===== src/rtl/sparse_pkg.sv =====
// Shared types and default sizing for the sparse expand datapath.
package sparse_pkg;

    localparam int unsigned LENGTH_DEF     = 32;
    localparam int unsigned DATA_WIDTH_DEF = 16;

    typedef enum logic [1:0] {
        IDLE = 2'b00,
        FILL = 2'b01,
        DONE = 2'b10
    } state_e;

endpackage


===== src/rtl/sparse_expand_lsb_index.sv =====
// Combinational lowest-set-bit priority encoder: binary index plus one-hot.
module lsb_index #(
    parameter int unsigned LENGTH = 32,
    parameter int unsigned IDX_W  = (LENGTH > 1) ? $clog2(LENGTH) : 1
) (
    input  logic [LENGTH-1:0] vec_i,
    output logic [IDX_W-1:0]  idx_o,
    output logic [LENGTH-1:0] onehot_o
);

    // Two's-complement trick isolates the lowest set bit.
    assign onehot_o = vec_i & (~vec_i + LENGTH'(1));

    // Scan high to low so the lowest set bit is the last one written.
    always_comb begin
        idx_o = '0;
        for (int i = int'(LENGTH) - 1; i >= 0; i--) begin
            if (vec_i[i]) begin
                idx_o = IDX_W'(i);
            end
        end
    end

endmodule


===== src/rtl/sparse_expand.sv =====
// Rebuilds a dense LENGTH-lane vector from a mask and a stream of packed non-zero values.
module sparse_expand
    import sparse_pkg::*;
#(
    parameter int unsigned LENGTH     = LENGTH_DEF,
    parameter int unsigned DATA_WIDTH = DATA_WIDTH_DEF
) (
    input  logic                           clk,
    input  logic                           reset,
    input  logic [LENGTH-1:0]              i_mask,
    input  logic                           input_ready,
    input  logic                           data_valid,
    input  logic [DATA_WIDTH-1:0]          data_in,
    output logic                           data_accept,
    input  logic                           output_taken,
    output logic [LENGTH*DATA_WIDTH-1:0]   o_data,
    output logic [LENGTH-1:0]              o_mask,
    output logic [$clog2(LENGTH+1)-1:0]    o_count,
    output logic [1:0]                     state
);

    localparam int unsigned IDX_W = (LENGTH > 1) ? $clog2(LENGTH) : 1;
    localparam int unsigned CNT_W = $clog2(LENGTH + 1);

    state_e                         state_q;
    logic [LENGTH*DATA_WIDTH-1:0]   data_q;
    logic [LENGTH-1:0]              mask_q;
    logic [LENGTH-1:0]              pending_q;
    logic [CNT_W-1:0]               count_q;

    logic [IDX_W-1:0]               lane_idx;
    logic [LENGTH-1:0]              lane_oh;
    logic                           last_beat;

    lsb_index #(
        .LENGTH (LENGTH),
        .IDX_W  (IDX_W)
    ) u_lsb_index (
        .vec_i    (pending_q),
        .idx_o    (lane_idx),
        .onehot_o (lane_oh)
    );

    // Exactly one lane left to fill.
    assign last_beat = (pending_q != '0) && ((pending_q & (pending_q - LENGTH'(1))) == '0);

    assign data_accept = (state_q == FILL);

    assign o_data  = data_q;
    assign o_mask  = mask_q;
    assign o_count = count_q;
    assign state   = state_q;

    // Encoder consistency: the one-hot and binary views must name the same lane.
    always_comb begin
        if (pending_q != '0) begin
            assert (lane_oh == (LENGTH'(1) << lane_idx));
        end
    end

    always_ff @(posedge clk) begin
        if (reset) begin
            state_q   <= IDLE;
            data_q    <= '0;
            mask_q    <= '0;
            pending_q <= '0;
            count_q   <= '0;
        end else begin
            case (state_q)
                IDLE: begin
                    if (input_ready) begin
                        mask_q    <= i_mask;
                        pending_q <= i_mask;
                        data_q    <= '0;
                        count_q   <= '0;
                        state_q   <= (i_mask != '0) ? FILL : DONE;
                    end
                end
                FILL: begin
                    if (data_valid) begin
                        for (int unsigned i = 0; i < LENGTH; i++) begin
                            if (lane_oh[i]) begin
                                data_q[i*DATA_WIDTH +: DATA_WIDTH] <= data_in;
                            end
                        end
                        pending_q <= pending_q & ~lane_oh;
                        count_q   <= count_q + CNT_W'(1);
                        if (last_beat) begin
                            state_q <= DONE;
                        end
                    end
                end
                DONE: begin
                    if (output_taken) begin
                        data_q    <= '0;
                        mask_q    <= '0;
                        pending_q <= '0;
                        count_q   <= '0;
                        state_q   <= IDLE;
                    end
                end
                default: begin
                    state_q <= IDLE;
                end
            endcase
        end
    end

endmodule

===== config.mk =====
export PLATFORM = sky130hd
export DESIGN_NAME = sparse_expand
export DESIGN_NICKNAME = d
export VERILOG_FILES = /design/src/rtl/sparse_pkg.sv /design/src/rtl/sparse_expand_lsb_index.sv /design/src/rtl/sparse_expand.sv
export SDC_FILE = /design/constraint.sdc
export NUM_CORES = 1
export LEC_CHECK = 0
export ABC_CLOCK_PERIOD_IN_PS = 4900
export BUFFER_PORTS_ARGS = -buffer_cell sky130_fd_sc_hd__buf_4
export CORE_ASPECT_RATIO = 1.4
export CORE_UTILIZATION = 32
export CTS_BUF_LIST = sky130_fd_sc_hd__clkbuf_4 sky130_fd_sc_hd__clkbuf_8
export DETAILED_ROUTE_END_ITERATION = 7
export GPL_TIMING_DRIVEN = 1
export PLACE_DENSITY = 0.6
export SETUP_SLACK_MARGIN = 0.3
export SLEW_MARGIN = 15
export SYNTH_ARGS = -nofsm -noshare
export SYNTH_HDL_FRONTEND = slang
export SYNTH_SLANG_ARGS = --single-unit

===== constraint.sdc =====
create_clock -name clk -period 4.9 [get_ports clk]
set_clock_uncertainty 0.15 [all_clocks]
set_input_delay 0.49 -clock clk [delete_from_list [all_inputs] [get_ports clk]]
set_output_delay 0.49 -clock clk [all_outputs]
set_load 0.01 [all_outputs]

# After elaboration in Yosys (flattened, before gate mapping)
# Index checks and enable logic that the tools add are counted.
# Widths: inputs -> output; s select.
dict set report word_totals {
  word_cells 175
  latchBits 0
  mem_bits_rw 0
  out_inout_bits 553
  regBits 584
  mem_bits_ro 0
  memories 0
}
dict set report classes {
  eq_ne 38
  n_reduce_logical 42
  addsub 3
  n_mul 0
  bitwise 5
  n_div 0
  shift 0
  muxes 51
  magnitude_cmp 0
}
# op n
set ops {}
lappend ops {{$mux 512} 3}
lappend ops {{$pmux 512 s3} 1}
lappend ops {{$mux 16} 32}
lappend ops {{$reduce_and 5->1} 32}
lappend ops {{$and 32x32->32} 3}
lappend ops {{$mux 32} 3}
lappend ops {{$pmux 32 s3} 1}
lappend ops {{$ne 2x1->1 const B} 33}
lappend ops {{$not 32->32} 2}
lappend ops {{$pmux 32 s2} 1}
lappend ops {{$reduce_bool 32->1} 2}
lappend ops {{$add 32x1->32 const B} 1}
lappend ops {{$logic_not 32->1} 1}
lappend ops {{$sub 32x1->32 const B} 1}
lappend ops {{$mux 6} 3}
lappend ops {{$pmux 6 s3} 1}
lappend ops {{$mux 2} 5}
lappend ops {{$reduce_and 4->1} 2}
lappend ops {{$add 6x1->6 const B} 1}
lappend ops {{$ne 2x2->1 const B} 3}
lappend ops {{$pmux 2 s3} 1}
lappend ops {{$reduce_and 3->1} 1}
lappend ops {{$reduce_bool 3->1} 1}
lappend ops {{$eq 2x1->1 const B} 1}
lappend ops {{other kinds (4)} 4}

# Logic depth before layout (Yosys ltp)
dict set report depth {
  word_depth 7
  depth_mapped 13
  mapped_depth_nobuf 9
}

# Modules after synthesis
# From an unflattened synthesis, not the netlist that was laid out.
dict set report unflattened {
  hier_cells 2828
  hier_area_um2 21814.7
}
# mod area_each_um2 seq_area_each_um2 cells_per_inst instances
set modules_own_cells {}
lappend modules_own_cells {sparse_expand 21064.0 11691.2 2710 1}
lappend modules_own_cells {lsb_index 750.7 0.0 118 1}

# Least setup slack after synthesis
# OpenSTA, ideal clock, no wires.
dict set report synth_timing {
  path_kind {register to register}
  from {reg state_q[0], in the netlist state[0]}
  to {reg data_q[373], in the netlist o_data[373]}
  stages_incl_launch_ff 13
  arrival_ns 2.490
  setup_time_ns 0.128
  setup_slack_ns 2.132
  required_ns 4.622
  path_cell_list {dfxtp_1 > inv_1 > ha_1 > clkbuf_1 > nand2b_1 > nand2_1 > nor3b_1 > clkbuf_1 > buf_1 > nand4_1 > clkbuf_1 > a31oi_1 > nor2_1}
}
dict set report synth_via {
  elab_chain_cells 3
  word_cells_on_any_way 10
  cone_classes {eq/ne: 6; mux: 1; reduce/logical: 3}
}
# element line_no
set synth_lines {}
lappend synth_lines {{from (decl)} sparse_expand.sv:25} ;# state_e state_q;
lappend synth_lines {{from (signal assigned)} sparse_expand.sv:76} ;# state_q <= (i_mask != '0) ? FILL : DONE;
lappend synth_lines {{$eq 2x1->1 (tied with other cells)} sparse_expand.sv:69} ;# case (state_q)
lappend synth_lines {{$ne 2x1->1 (no line) (tied with other cells)} n/a}
lappend synth_lines {{$reduce_and 5->1 (no line)} n/a}
lappend synth_lines {{to (signal, indexed assignment)} sparse_expand.sv:83} ;# data_q[i*DATA_WIDTH +: DATA_WIDTH] <= data_in;
lappend synth_lines {{to (decl)} sparse_expand.sv:26} ;# logic [LENGTH*DATA_WIDTH-1:0] data_q;
# Several ways; a longest one is shown, not always the timed one.
# A chain may end at the register's enable or synchronous reset.

# Worst setup path in the final report
dict set report layout_timing {
  from {reg pending_q[0]}
  to {reg state_q[1], in the netlist state[1]}
}
dict set report layout_via {
  elab_chain_cells 6
  word_cells_on_any_way 7
  cone_classes {add/sub: 1; eq/ne: 1; bitwise: 1; reduce/logical: 4}
}
# element line_no
set layout_lines {}
lappend layout_lines {{from (decl)} sparse_expand.sv:28} ;# logic [LENGTH-1:0] pending_q;
lappend layout_lines {{from (signal assigned)} sparse_expand.sv:73} ;# pending_q <= i_mask;
lappend layout_lines {{from (signal assigned)} sparse_expand.sv:86} ;# pending_q <= pending_q & ~lane_oh;
lappend layout_lines {{$sub 32x1->32} sparse_expand.sv:45} ;# assign last_beat = (pending_q != '0) && ((pending_q & (pending_q - LENGTH'(1))) == '0);
lappend layout_lines {{$and 32x32->32} sparse_expand.sv:45}
lappend layout_lines {{$logic_not 32->1} sparse_expand.sv:45}
lappend layout_lines {{$logic_and 1x1->1 *} sparse_expand.sv:45}
lappend layout_lines {{$ne 2x1->1 (no line) *} n/a}
lappend layout_lines {{$reduce_and 4->1 (no line) *} n/a}
# Mark *: on every way between the ends. The rest lies on a longest branch, timed or not.

==> flow_summary.yaml <==
run_status:
  outcome: "completed"
worst_setup_path:
  slowest_stage: "nor4_4"
  r2r_cells: 7
  end_kind: "register"
  cp-start-kind: "register"
  crit_path_max_fanout: 13
  cp_cell_sequence: "nor4_4 -> nand4_4 -> nor3_1 -> o2111ai_1 -> nor4_1 -> a31oi_1 -> a221oi_2"
  crit_arrival_ns: 3.91
  critPathKind: "register to register"
  cp.required_ns: 5.40
  max_stage_delay_ns: 0.69
timing:
  hold_viol_final: 0
  period_minus_slack_ns: 3.405
  fmax_ghz: 0.2937
  rsz0062_at_grt: "false"
  finalSetupViolCount: 0
  period_share_pct: 69.49
  max_slew_margin_pct: 27.65
  fin_setup_tns_ns: 0
  slew_viol_final: 0
  worst_slew_pin_slew_ns: 1.081
  worst_slack_ns: 1.495
placement:
  port_buffers: 605
  gp_congestion: 0.8828
  hpwl_um: 58990
  place_ws_ns: 1.534
floorplan:
  die_area_mm2: 0.07027
  die_w_um: 224.3
  start_util_pct: 32.49
  die_h_um: 313.3
  fp.coreArea_mm2: 0.06815
  rows: 113
  ios: 606
yosys:
  synth.area.top_cells: "dfxtp_1 (53%), nor2_1 (18%), a31oi_1 (13%), clkbuf_1 (4.9%), a21oi_1 (1.6%)"
  synth_warnings: 0
  synth_top_area_cell: "dfxtp_1"
  ys_types: 48
  synthArstFlopShare_pct: 0
  synth-edff-count: 0
  yosysMostFrequentCell: "nor2_1"
  syn_inst: 2797
  syn_avg_cell_area_um2: 7.917
  ys_seq_elements: 584
  syn_nets: 2855
  ys.flop_type: "dfxtp_1"
  yosysTopAreaCellShare_pct: 52.80
  ys_seq_area_share_pct: 52.80
  syn_area_mm2: 0.02214
  yosys-top-cells-count: "nor2_1 (1,077), dfxtp_1 (584), a31oi_1 (466)"
global_routing:
  first_global_vias: 20107
  grt_overflow: 0
  grt_usage_pct: 25.21
  grt_pass1_wl_um: 133500
  antenna_found_initial: 2
  grt_max_degree: 130
cts:
  h-tree-depth: 3
  cts_buffers: 94
  cts_setup_buffers: 0
  clk_pin_slew_ns: 0.07
  ctsHoldBuffers: 46
  cts.repair.resized: 0
  clock_path_buffers: 3
  cts.sink_count: 584
  clock_latency_ns: 0.73
  cts_tree: "done"
  root_buffer: "clkbuf_8"
final_layout:
  drive_gt1_share_pct: 25.94
  fillers: 6806
  areaGrowthSynthToFinish_pct: 35.30
  final_nets: 3377
worst_hold_path:
  hold_class: "input pin to register"
  hold_depth: 4
pwr:
  cellPowerDensity_mw_per_mm2: 479.7
  leakage_nw: 12.14
  ir_worst_vdd_mv: 0.3013
detailed_routing:
  drt.antenna.violating_nets: 0
  vias: 22475
  wl_um: 92820
  vias_per_cell: 5.211
  post-route-drc-count: 0
  wl_per_cell_um: 21.52
  dr.pass1.iters: 5
  drt_iter0_drc: 2057
run:
  drv_cap: 0
[worst max-delay path: cells and delay by family (launching register included)]
family           cells  cell delay [ns]
AND/OR/NAND/NOR      4             2.04
AO/OA/AOI/OAI        3             0.70
flip-flops           1             0.42
[path summary, 6_finish.rpt]
kind,start,to,slack [ns]
setup reg to reg,pending_q[0]$_SDFFE_PP0P_,state[1]$_SDFFE_PP0P_,1.50
hold reg to reg,o_data[11]$_SDFFE_PP0P_,o_data[11]$_SDFFE_PP0P_,0.34
setup / recovery,pending_q[0]$_SDFFE_PP0P_,state[1]$_SDFFE_PP0P_,1.50
hold / removal,i_mask[14],o_mask[14]$_SDFFE_PP0P_,0.06
[where the power goes]
group          internal, mW  switching, mW  leakage (nW)
clock                  2.60           2.08          1.09
combinational          1.13           3.30          6.34
sequential             4.99          0.279          4.71
[area by class of cell]
class                      count  area, um^2  area share [%]
antenna                        1       2.502        0.008352
sequential                   584       11690           39.02
clock inverter                24       277.8          0.9271
inverter                       7       26.28         0.08770
clock buffer                 145        1795           5.993
tap                          920        1151           3.842
timing repair buffer         722        5643           18.83
multi-input combinational   1910        9373           31.28
[metrics by stage]
step                hold WS (ns)  instance area, um^2  total power, mW  utilization [%]  cells
floorplan                 0.3254                22140            7.975                -   2797
global placement          0.3179                27420            9.729            40.24   4097
detailed placement        0.3252                27420            9.717            40.24   4097
CTS                      0.01396                29960            14.42            43.96   4312
global route             0.04586                29960            14.98            43.96   4313
finish                   0.06055                29960            14.37            43.96   4313
[placed cells by master (no fill, tap or decap), drive strengths merged, types with 4 or more instances in the layout]
cell	instances
nor2	1077
buf	676
dfxtp	584
a31oi	466
clkbuf	145
a21oi	73
dlygate4sd3	46
nand2	43
o21ai	39
nor3b	36
a32oi	32
nand3	21
a22oi	21
nor3	20
nor4	16
nand4	14
clkinv	12
inv	8
clkinvlp	6
nand2b	6
nand4b	5
bufinv	5
ha	5
xor2	4
[registers in the layout, summed over array words and instances, names as in the netlist]
register and flops:
pending_q 32, o_data 512, o_count 6, state 2, o_mask 32
[logic make-up after synthesis]
group	synth area share, %
simple gates	23.16
compound gates	18.28
mux	0.1356
xor+xnor	0.1582
buf+inv	5.187
flops	52.80
fa+ha+maj	0.2825
[layer usage]
layer | GRT usage, % | wire length [um]
met1 | 30.92 | 37600
met2 | 42.20 | 44970
met3 | 5.559 | 6519
met4 | 10.95 | 3734
met5 | 0 | 0
Power figures use the tool's default switching activity.
